### src/rtl/sync_fifo_pkg.sv
// ---------------------------------------------------------------------------
// sync_fifo_pkg
// Shared constants and types for the sample-source to filter FIFO.
//   SF_DATA_WIDTH : default word width in bits
//   SF_DEPTH      : default number of storage entries (power of two)
//   SF_ADDR_WIDTH : log2(SF_DEPTH)
//   word_t        : one stored word
//   ptr_t         : read/write pointer, wraps naturally modulo depth
//   count_t       : occupancy, one bit wider than a pointer (0..depth)
// ---------------------------------------------------------------------------
package sync_fifo_pkg;

  localparam int SF_DATA_WIDTH = 16;
  localparam int SF_DEPTH      = 8;
  localparam int SF_ADDR_WIDTH = 3;

  typedef logic [SF_DATA_WIDTH-1:0] word_t;
  typedef logic [SF_ADDR_WIDTH-1:0] ptr_t;
  typedef logic [SF_ADDR_WIDTH:0]   count_t;

  // Occupancy after one edge, given which sides were accepted.
  function automatic count_t next_count(input count_t cur, input logic wr_acc,
                                        input logic rd_acc);
    count_t res;
    res = cur;
    if (wr_acc && !rd_acc) res = cur + count_t'(1);
    else if (rd_acc && !wr_acc) res = cur - count_t'(1);
    return res;
  endfunction

endpackage

### src/rtl/sync_fifo_ram.sv
// ---------------------------------------------------------------------------
// sync_fifo_ram
// DEPTH x DATA_WIDTH register array with one synchronous write port and a
// registered read port. The array itself is not reset; only the read
// register is, so data_out starts at zero and otherwise holds the last word
// read.
// Ports:
//   clk, rst_n       : clock, asynchronous active-low reset
//   wr_en, wr_addr   : write strobe and address (already gated by caller)
//   wr_data          : word to store
//   rd_en, rd_addr   : read strobe and address (already gated by caller)
//   rd_data          : registered read word
// ---------------------------------------------------------------------------
module sync_fifo_ram
  import sync_fifo_pkg::*;
#(
  parameter int DATA_WIDTH = SF_DATA_WIDTH,
  parameter int DEPTH      = SF_DEPTH,
  parameter int ADDR_WIDTH = SF_ADDR_WIDTH
) (
  input  logic                  clk,
  input  logic                  rst_n,
  input  logic                  wr_en,
  input  logic [ADDR_WIDTH-1:0] wr_addr,
  input  logic [DATA_WIDTH-1:0] wr_data,
  input  logic                  rd_en,
  input  logic [ADDR_WIDTH-1:0] rd_addr,
  output logic [DATA_WIDTH-1:0] rd_data
);

  logic [DATA_WIDTH-1:0] mem_q [DEPTH];
  logic [DATA_WIDTH-1:0] rd_data_d;
  logic [DATA_WIDTH-1:0] rd_data_q;

  // Storage is written only; no reset so it maps onto plain registers/RAM.
  always_ff @(posedge clk) begin
    if (wr_en) mem_q[wr_addr] <= wr_data;
  end

  // Read register holds its value whenever no read is accepted.
  always_comb begin
    rd_data_d = rd_data_q;
    if (rd_en) rd_data_d = mem_q[rd_addr];
  end

  always_ff @(posedge clk or negedge rst_n) begin
    if (!rst_n) rd_data_q <= '0;
    else        rd_data_q <= rd_data_d;
  end

  assign rd_data = rd_data_q;

endmodule

### src/rtl/sync_fifo.sv
// ---------------------------------------------------------------------------
// sync_fifo
// Single-clock 8 x 16 FIFO between the sample source and the filter
// datapath. Writes and reads are each qualified by a chip select and an
// enable; the read data is registered (one cycle latency).
// Ports:
//   clk, rst_n  : clock, asynchronous active-low reset
//   wr_cs, wr_en: write chip select / enable
//   data_in     : write word
//   rd_cs, rd_en: read chip select / enable
//   data_out    : registered read word, holds last word read
//   empty, full : status derived from the registered occupancy count
// Optional feature macro: SYNC_FIFO_ERR_EN
//   adds overflow / underflow outputs, each a one-cycle pulse after a write
//   rejected because full / a read rejected because empty.
// ---------------------------------------------------------------------------
module sync_fifo
  import sync_fifo_pkg::*;
#(
  parameter int DATA_WIDTH = SF_DATA_WIDTH,
  parameter int DEPTH      = SF_DEPTH,
  parameter int ADDR_WIDTH = SF_ADDR_WIDTH
) (
  input  logic                  clk,
  input  logic                  rst_n,
  input  logic                  wr_cs,
  input  logic                  rd_cs,
  input  logic [DATA_WIDTH-1:0] data_in,
  input  logic                  rd_en,
  input  logic                  wr_en,
  output logic [DATA_WIDTH-1:0] data_out,
  output logic                  empty,
`ifdef SYNC_FIFO_ERR_EN
  output logic                  overflow,
  output logic                  underflow,
`endif
  output logic                  full
);

  localparam logic [ADDR_WIDTH:0]   FULL_COUNT = (ADDR_WIDTH + 1)'(DEPTH);
  localparam logic [ADDR_WIDTH:0]   CNT_ONE    = (ADDR_WIDTH + 1)'(1);
  localparam logic [ADDR_WIDTH-1:0] PTR_ONE    = ADDR_WIDTH'(1);

  logic [ADDR_WIDTH-1:0] wr_ptr_d, wr_ptr_q;
  logic [ADDR_WIDTH-1:0] rd_ptr_d, rd_ptr_q;
  logic [ADDR_WIDTH:0]   count_d, count_q;

  logic wr_req, rd_req;
  logic wr_acc, rd_acc;

  assign empty = (count_q == '0);
  assign full  = (count_q == FULL_COUNT);

  // Acceptance uses the pre-edge flags, so a simultaneous request at empty
  // takes only the write and at full takes only the read.
  assign wr_req = wr_cs && wr_en;
  assign rd_req = rd_cs && rd_en;
  assign wr_acc = wr_req && !full;
  assign rd_acc = rd_req && !empty;

  always_comb begin
    wr_ptr_d = wr_ptr_q;
    rd_ptr_d = rd_ptr_q;
    count_d  = count_q;
    if (wr_acc) wr_ptr_d = wr_ptr_q + PTR_ONE;
    if (rd_acc) rd_ptr_d = rd_ptr_q + PTR_ONE;
    if (wr_acc && !rd_acc)      count_d = count_q + CNT_ONE;
    else if (rd_acc && !wr_acc) count_d = count_q - CNT_ONE;
  end

  always_ff @(posedge clk or negedge rst_n) begin
    if (!rst_n) begin
      wr_ptr_q <= '0;
      rd_ptr_q <= '0;
      count_q  <= '0;
    end else begin
      wr_ptr_q <= wr_ptr_d;
      rd_ptr_q <= rd_ptr_d;
      count_q  <= count_d;
    end
  end

  sync_fifo_ram #(
    .DATA_WIDTH (DATA_WIDTH),
    .DEPTH      (DEPTH),
    .ADDR_WIDTH (ADDR_WIDTH)
  ) u_ram (
    .clk     (clk),
    .rst_n   (rst_n),
    .wr_en   (wr_acc),
    .wr_addr (wr_ptr_q),
    .wr_data (data_in),
    .rd_en   (rd_acc),
    .rd_addr (rd_ptr_q),
    .rd_data (data_out)
  );

`ifdef SYNC_FIFO_ERR_EN
  logic overflow_d, overflow_q;
  logic underflow_d, underflow_q;

  // Pulses describe the previous edge only, so they clear on their own.
  always_comb begin
    overflow_d  = wr_req && full;
    underflow_d = rd_req && empty;
  end

  always_ff @(posedge clk or negedge rst_n) begin
    if (!rst_n) begin
      overflow_q  <= 1'b0;
      underflow_q <= 1'b0;
    end else begin
      overflow_q  <= overflow_d;
      underflow_q <= underflow_d;
    end
  end

  assign overflow  = overflow_q;
  assign underflow = underflow_q;
`endif

endmodule

### config.mk
export PLATFORM = sky130hd
export DESIGN_NAME = sync_fifo
export DESIGN_NICKNAME = d
export VERILOG_FILES = /design/src/rtl/sync_fifo_pkg.sv /design/src/rtl/sync_fifo_ram.sv /design/src/rtl/sync_fifo.sv
export SDC_FILE = /design/constraint.sdc
export NUM_CORES = 1
export LEC_CHECK = 0
export ABC_AREA = 1
export BUFFER_PORTS_ARGS = -buffer_cell sky130_fd_sc_hd__buf_4
export CAP_MARGIN = 10
export CORE_MARGIN = 8
export CORE_UTILIZATION = 60
export CTS_CLUSTER_DIAMETER = 100
export DETAILED_ROUTE_END_ITERATION = 8
export GPL_TIMING_DRIVEN = 0
export PLACE_DENSITY_LB_ADDON = 0.3
export SLEW_MARGIN = 10
export SYNTH_ARGS = -nofsm -noshare
export SYNTH_HDL_FRONTEND = slang
export SYNTH_HIERARCHICAL = 1
export SYNTH_SLANG_ARGS = --single-unit
### constraint.sdc
create_clock -name clk -period 5.38 [get_ports clk]
set_input_delay 1.345 -clock clk [delete_from_list [all_inputs] [get_ports clk]]
set_output_delay 1.345 -clock clk [all_outputs]
set_load 0.03 [all_outputs]
* Word-level counts from Yosys, hierarchy flattened *
Memory sizes are Yosys's and may differ from the RTL's. A register that Yosys moved wholly into a read port is not among the register bits.
Cells that the tools add are included.

storage, ports and cells
  memory bits (writable) = 128
  output and inout bits = 18
  register bits after elaboration = 10
  memories kept = 1
  bits of input ports = 22
  word-level logic and storage cells = 26

cells by class
  $add $sub $neg = 4
  equality and inequality tests = 1
  mux-type cells = 4
  reduce and logical (&&, ||, !) cells = 13

memory list
  memory       depth  width  read ports  clocked after Yosys merged registers in  wr ports  RTL line             text
  u_ram.mem_q  8      16     1           1                                        1         sync_fifo_ram.sv:31  logic [DATA_WIDTH-1:0] mem_q [DEPTH];

operator list
  cell                                                                count
  4-bit 2-to-1 mux                                                    2
  3-bit by 1-bit adder with 3-bit output, second input constant       2
  1-bit logical AND                                                   6
  1-bit logical NOT                                                   5
  4-bit by 1-bit adder with 4-bit output, second input constant       1
  4-bit equality test, second input constant                          1
  4-bit logical NOT                                                   1
  4-bit by 1-bit subtractor with 4-bit output, second input constant  1
  1-bit 2-to-1 mux                                                    2
  2-bit nonzero test                                                  1

* Logic depth before layout (Yosys ltp) *
  depth after elaboration = 7
  gate-level depth with buffers = 13
  mapped depth without buffers = 13

* By module *
The synthesis kept the hierarchy.

modules (own cells, without submodules)
  module         times used  seq. area each (um^2)  cells each  area each (um^2)
  sync_fifo_ram  1           4,244.1                575         6,045.8
  sync_fifo      1           250.2                  77          626.9

* Worst setup path after synthesis *
No wires, ideal clock.

  kind = in2reg
  start = input port wr_cs
  end = memory u_ram/mem_q[1][0] in the netlist's numbering, enable pin
  required time = 4.992 ns
  arrival = 2.400 ns
  path slack = 2.592 ns
  path buffers = 0
  setup time = 0.388 ns
  stages on the path = 4
  path through = nand2_1 nor2_4 nand2_1 nor2_1

between the ends
  word-level cells in the longest chain between the ends = 4

RTL lines
  item                                    RTL line             text
  from (decl)                             sync_fifo.sv:26      input logic wr_cs,
  1-bit logical AND                       sync_fifo.sv:56      assign wr_req = wr_cs && wr_en;
  1-bit logical AND                       sync_fifo.sv:58      assign wr_acc = wr_req && !full;
  via wr_acc                              sync_fifo.sv:49      logic wr_acc, rd_acc;
  1-bit 2-to-1 mux                        sync_fifo_ram.sv:37  if (wr_en) mem_q[wr_addr] <= wr_data;
  1-bit 2-to-1 mux (implied by the code)  sync_fifo_ram.sv:37
  to (decl)                               sync_fifo_ram.sv:31

The timed path passes the listed nets, and every way through them passes these cells.

* Worst setup path in the final report *
  start = register count_q[0]
  end = output port empty

between the ends
  word-level cells in the longest chain between the ends = 1

RTL lines
  item                    RTL line         text
  from (decl)             sync_fifo.sv:46  logic [ADDR_WIDTH:0] count_d, count_q;
  from (signal assigned)  sync_fifo.sv:79  count_q <= count_d;
  4-bit logical NOT       sync_fifo.sv:51  assign empty = (count_q == '0);
  to (decl)               sync_fifo.sv:32  output logic empty,

No other way between the ends.

==> flow_metrics.py <==
metrics = {
    "synthesis": {
        "synth_nets": 680,
        "yosys.area.top_type": "edfxtp_1",
        "synth_compound_area_share_pct": 0.150,
        "synth_area_leaders": "edfxtp_1 58%, nand2_1 13%, dfrtp_1 9.8%, nand3_1 7.4%, inv_1 6.0%",
        "muxShareOfSynthArea_pct": 0,
        "yosys_warnings": 6,
        "synth_top_family_by_area": "simple AND/OR/NAND/NOR gates",
        "yosys.area_share.adder_pct": 1.24,
        "synth.distinct_cells": 21,
        "ys_seq_elements": 154,
        "yosysTopAreaCellShare_pct": 57.6,
        "syn_avg_cell_area_um2": 10.2,
        "synth_area_mm2": 0.00667,
        "synthCells": 652,
        "yosysSeqAreaShare_pct": 67.4,
        "synth-simple-area-share_pct": 22.0,
        "synthXorXnorAreaFrac_pct": 0.525,
    },
    "worst_setup_path": {
        "critPathMaxStageDelay_ps": 470,
        "crit_required_ps": 4030,
        "end_kind": "output port",
        "slowest_stage": "dfrtp_1",
        "path_delay_family": "flip-flops",
        "cp.buffers_inverters": 2,
        "cp_cell_sequence": "nor2_2, nand3_2, inv_2, buf_4",
        "start_kind": "flip-flop",
        "cp.arrival_ps": 1590,
        "path_class": "flip-flop to output port",
        "cp_max_fo": 5,
    },
    "timing": {
        "setup_violations": 0,
        "maxSlewHeadroom_pct": 53.0,
        "setup_slack_ps": 2450,
        "clock_skew_ps": 7.70,
        "min_period_over_period_pct": 54.5,
        "hold_viol_final": 0,
        "slew_viol_final": 0,
        "fin_crit_ps": 2930,
        "tns_ps": 0,
        "fmax_ghz": 0.341,
        "grt_setup_unrepaired": "no",
        "tightest_slew_ps": 704,
    },
    "pwr": {
        "p_int_mw": 2.67,
        "vdd_drop_max_mv": 0.294,
        "p_leak_nw": 3.59,
        "p_clk_share_pct": 28.3,
        "p_switching_mw": 1.54,
        "comb_power_share_pct": 34.6,
        "seqPwrFrac_pct": 37.0,
        "switching_share_pct": 36.5,
        "powerDensity_mw_per_mm2": 533,
    },
    "finish": {
        "num-nets-final": 746,
        "fillCellCount": 726,
        "drive_gt1_share_pct": 16.4,
        "diodes": 0,
        "area_growth_pct": 18.2,
        "final_common_cell": "nand2_1",
        "final_cells": 871,
        "mostFrequentLayoutCells": "233 x nand2_1, 128 x edfxtp_1, 107 x inv_1",
        "multiInputGateArea_mm2": 0.00162,
        "design_area_mm2": 0.00789,
        "register_area_mm2": 0.00449,
    },
    "drt": {
        "ant_nets": 0,
        "drtIter0Drc": 670,
        "dr_total_vias": 4767,
        "routed_wl_um": 16600,
        "drcViolationCount": 0,
        "vias_per_cell": 5.47,
        "dr.pass1.iters": 5,
        "wl_per_cell_um": 19.0,
    },
    "floorplan": {
        "rows": 38,
        "core_area_mm2": 0.0108,
        "die_area_mm2": 0.0148,
        "io_pins": 40,
        "die_x_um": 121,
        "die_h_um": 121,
        "initial_core_util_pct": 61.6,
    },
    "placed_design": {
        "dp.cells": 839,
        "placed_area_mm2": 0.00729,
        "io_buffers": 39,
        "dp_hpwl_um": 10500,
        "gp_congestion": 0.822,
        "place_worst_setup_slack_ps": 2390,
    },
    "clocking": {
        "numCtsBuffers": 17,
        "cts_tree": "built",
        "clock_path_buffers": 2,
        "cts_resized": 0,
        "clock_latency_ps": 540,
        "h-tree-depth": 4,
        "post-cts-setup-buffers": 0,
        "clk_pin_slew_worst_paths_ps": 60,
        "cts_root_buf": "clkbuf_8",
        "clock-sinks": 154,
        "cts_hold_buf": 0,
    },
    "run_status": {
        "status": "completed",
    },
    "hold_path": {
        "hold_class": "flip-flop to flip-flop",
    },
    "grt": {
        "grt_pass1_wl_um": 25600,
        "antenna_found_initial": 0,
        "grt_overflow": 0,
        "grt_use_total_pct": 23.7,
        "grt_pass1_vias": 4856,
        "grt_max_degree": 27,
    },
    "job": {
        "cap_viol_max_count": 0,
    },
}
stage by stage:
stage	util (%)	total power, mW	hold WS, ps
finish	72.8	4.21	477
global route	72.8	4.41	511
CTS	72.8	4.19	483
detailed placement	67.2	2.98	467
global placement	65.9	2.90	465
floorplan	-	2.48	469
logic make-up after synthesis:
logic type | Yosys count
flops | 154
compound gates | 2
simple gates | 348
fa+ha+maj | 6
xor+xnor | 4
buf+inv | 138
power by group through the flow:
| stage | clock (mW) | sequential (mW) | combinational (mW) |
|---|---|---|---|
| finish | 1.19 | 1.56 | 1.46 |
| global route | 1.26 | 1.58 | 1.58 |
| detailed placement | 0 | 1.58 | 1.41 |
| floorplan | 0 | 1.67 | 0.809 |
| CTS | 1.20 | 1.56 | 1.43 |
| global placement | 0 | 1.57 | 1.33 |
state kept, by name (all words and copies together), names as in the netlist:
name	count
rd_ptr_q	3
u_ram/rd_data	16
u_ram/mem_q	128
count_q	4
wr_ptr_q	3
area by class of cell:
cell class | instances | share of cell area [%]
inverters | 112 | 5.33
multi-input cells | 360 | 20.5
well taps | 140 | 2.22
flip-flops and latches | 154 | 57.0
plain buffers | 26 | 2.05
repair buffers | 47 | 5.30
clock buffers | 22 | 5.87
clock inverters | 10 | 1.78
cell usage after synthesis, drive strengths merged:
library cell / instances
fa: 1
dfrtp: 26
xor2: 2
a21oi: 1
ha: 5
nor2: 12
inv: 112
xnor2: 2
or2: 1
nand2: 233
buf: 26
nand3: 102
o21ai: 1
edfxtp: 128
path summary, 6_finish.rpt:
path / startpoint / end / slack (ps) / depth (start not counted)
hold / removal: u_ram/rd_data[13]$_DFFE_PN0P_ / u_ram/rd_data[13]$_DFFE_PN0P_ / 480 / 2
max in group asynchronous: rst_n / wr_ptr_q[0]$_DFFE_PN0P_ / 4370 / 1
min in group asynchronous: rst_n / u_ram/rd_data[4]$_DFFE_PN0P_ / 730 / 1
setup / recovery: count_q[0]$_DFFE_PN0P_ / empty / 2450 / 4
hold reg to reg: u_ram/rd_data[13]$_DFFE_PN0P_ / u_ram/rd_data[13]$_DFFE_PN0P_ / 480 / 2
setup reg to reg: count_q[0]$_DFFE_PN0P_ / u_ram/mem_q[3][6]$_DFFE_PP_ / 3160 / 7
routing by layer:
layer	part of all wire (%)	routed length (um)	vias up	track usage, %
met3	10	1650	51	6.42
met5	0	0	-	0
met1	38	6300	2221	28.7
met2	49	8120	285	39.1
met4	3.0	492	0	10.1
li1	-	-	2210	-
tightest hold or removal path: cells and delay by family, from the launching register on:
| family | cells | cell delay, ps |
|---|---|---|
| flops | 1 | 340 |
| simple gates | 2 | 100 |
Power figures use the tool's default switching activity.
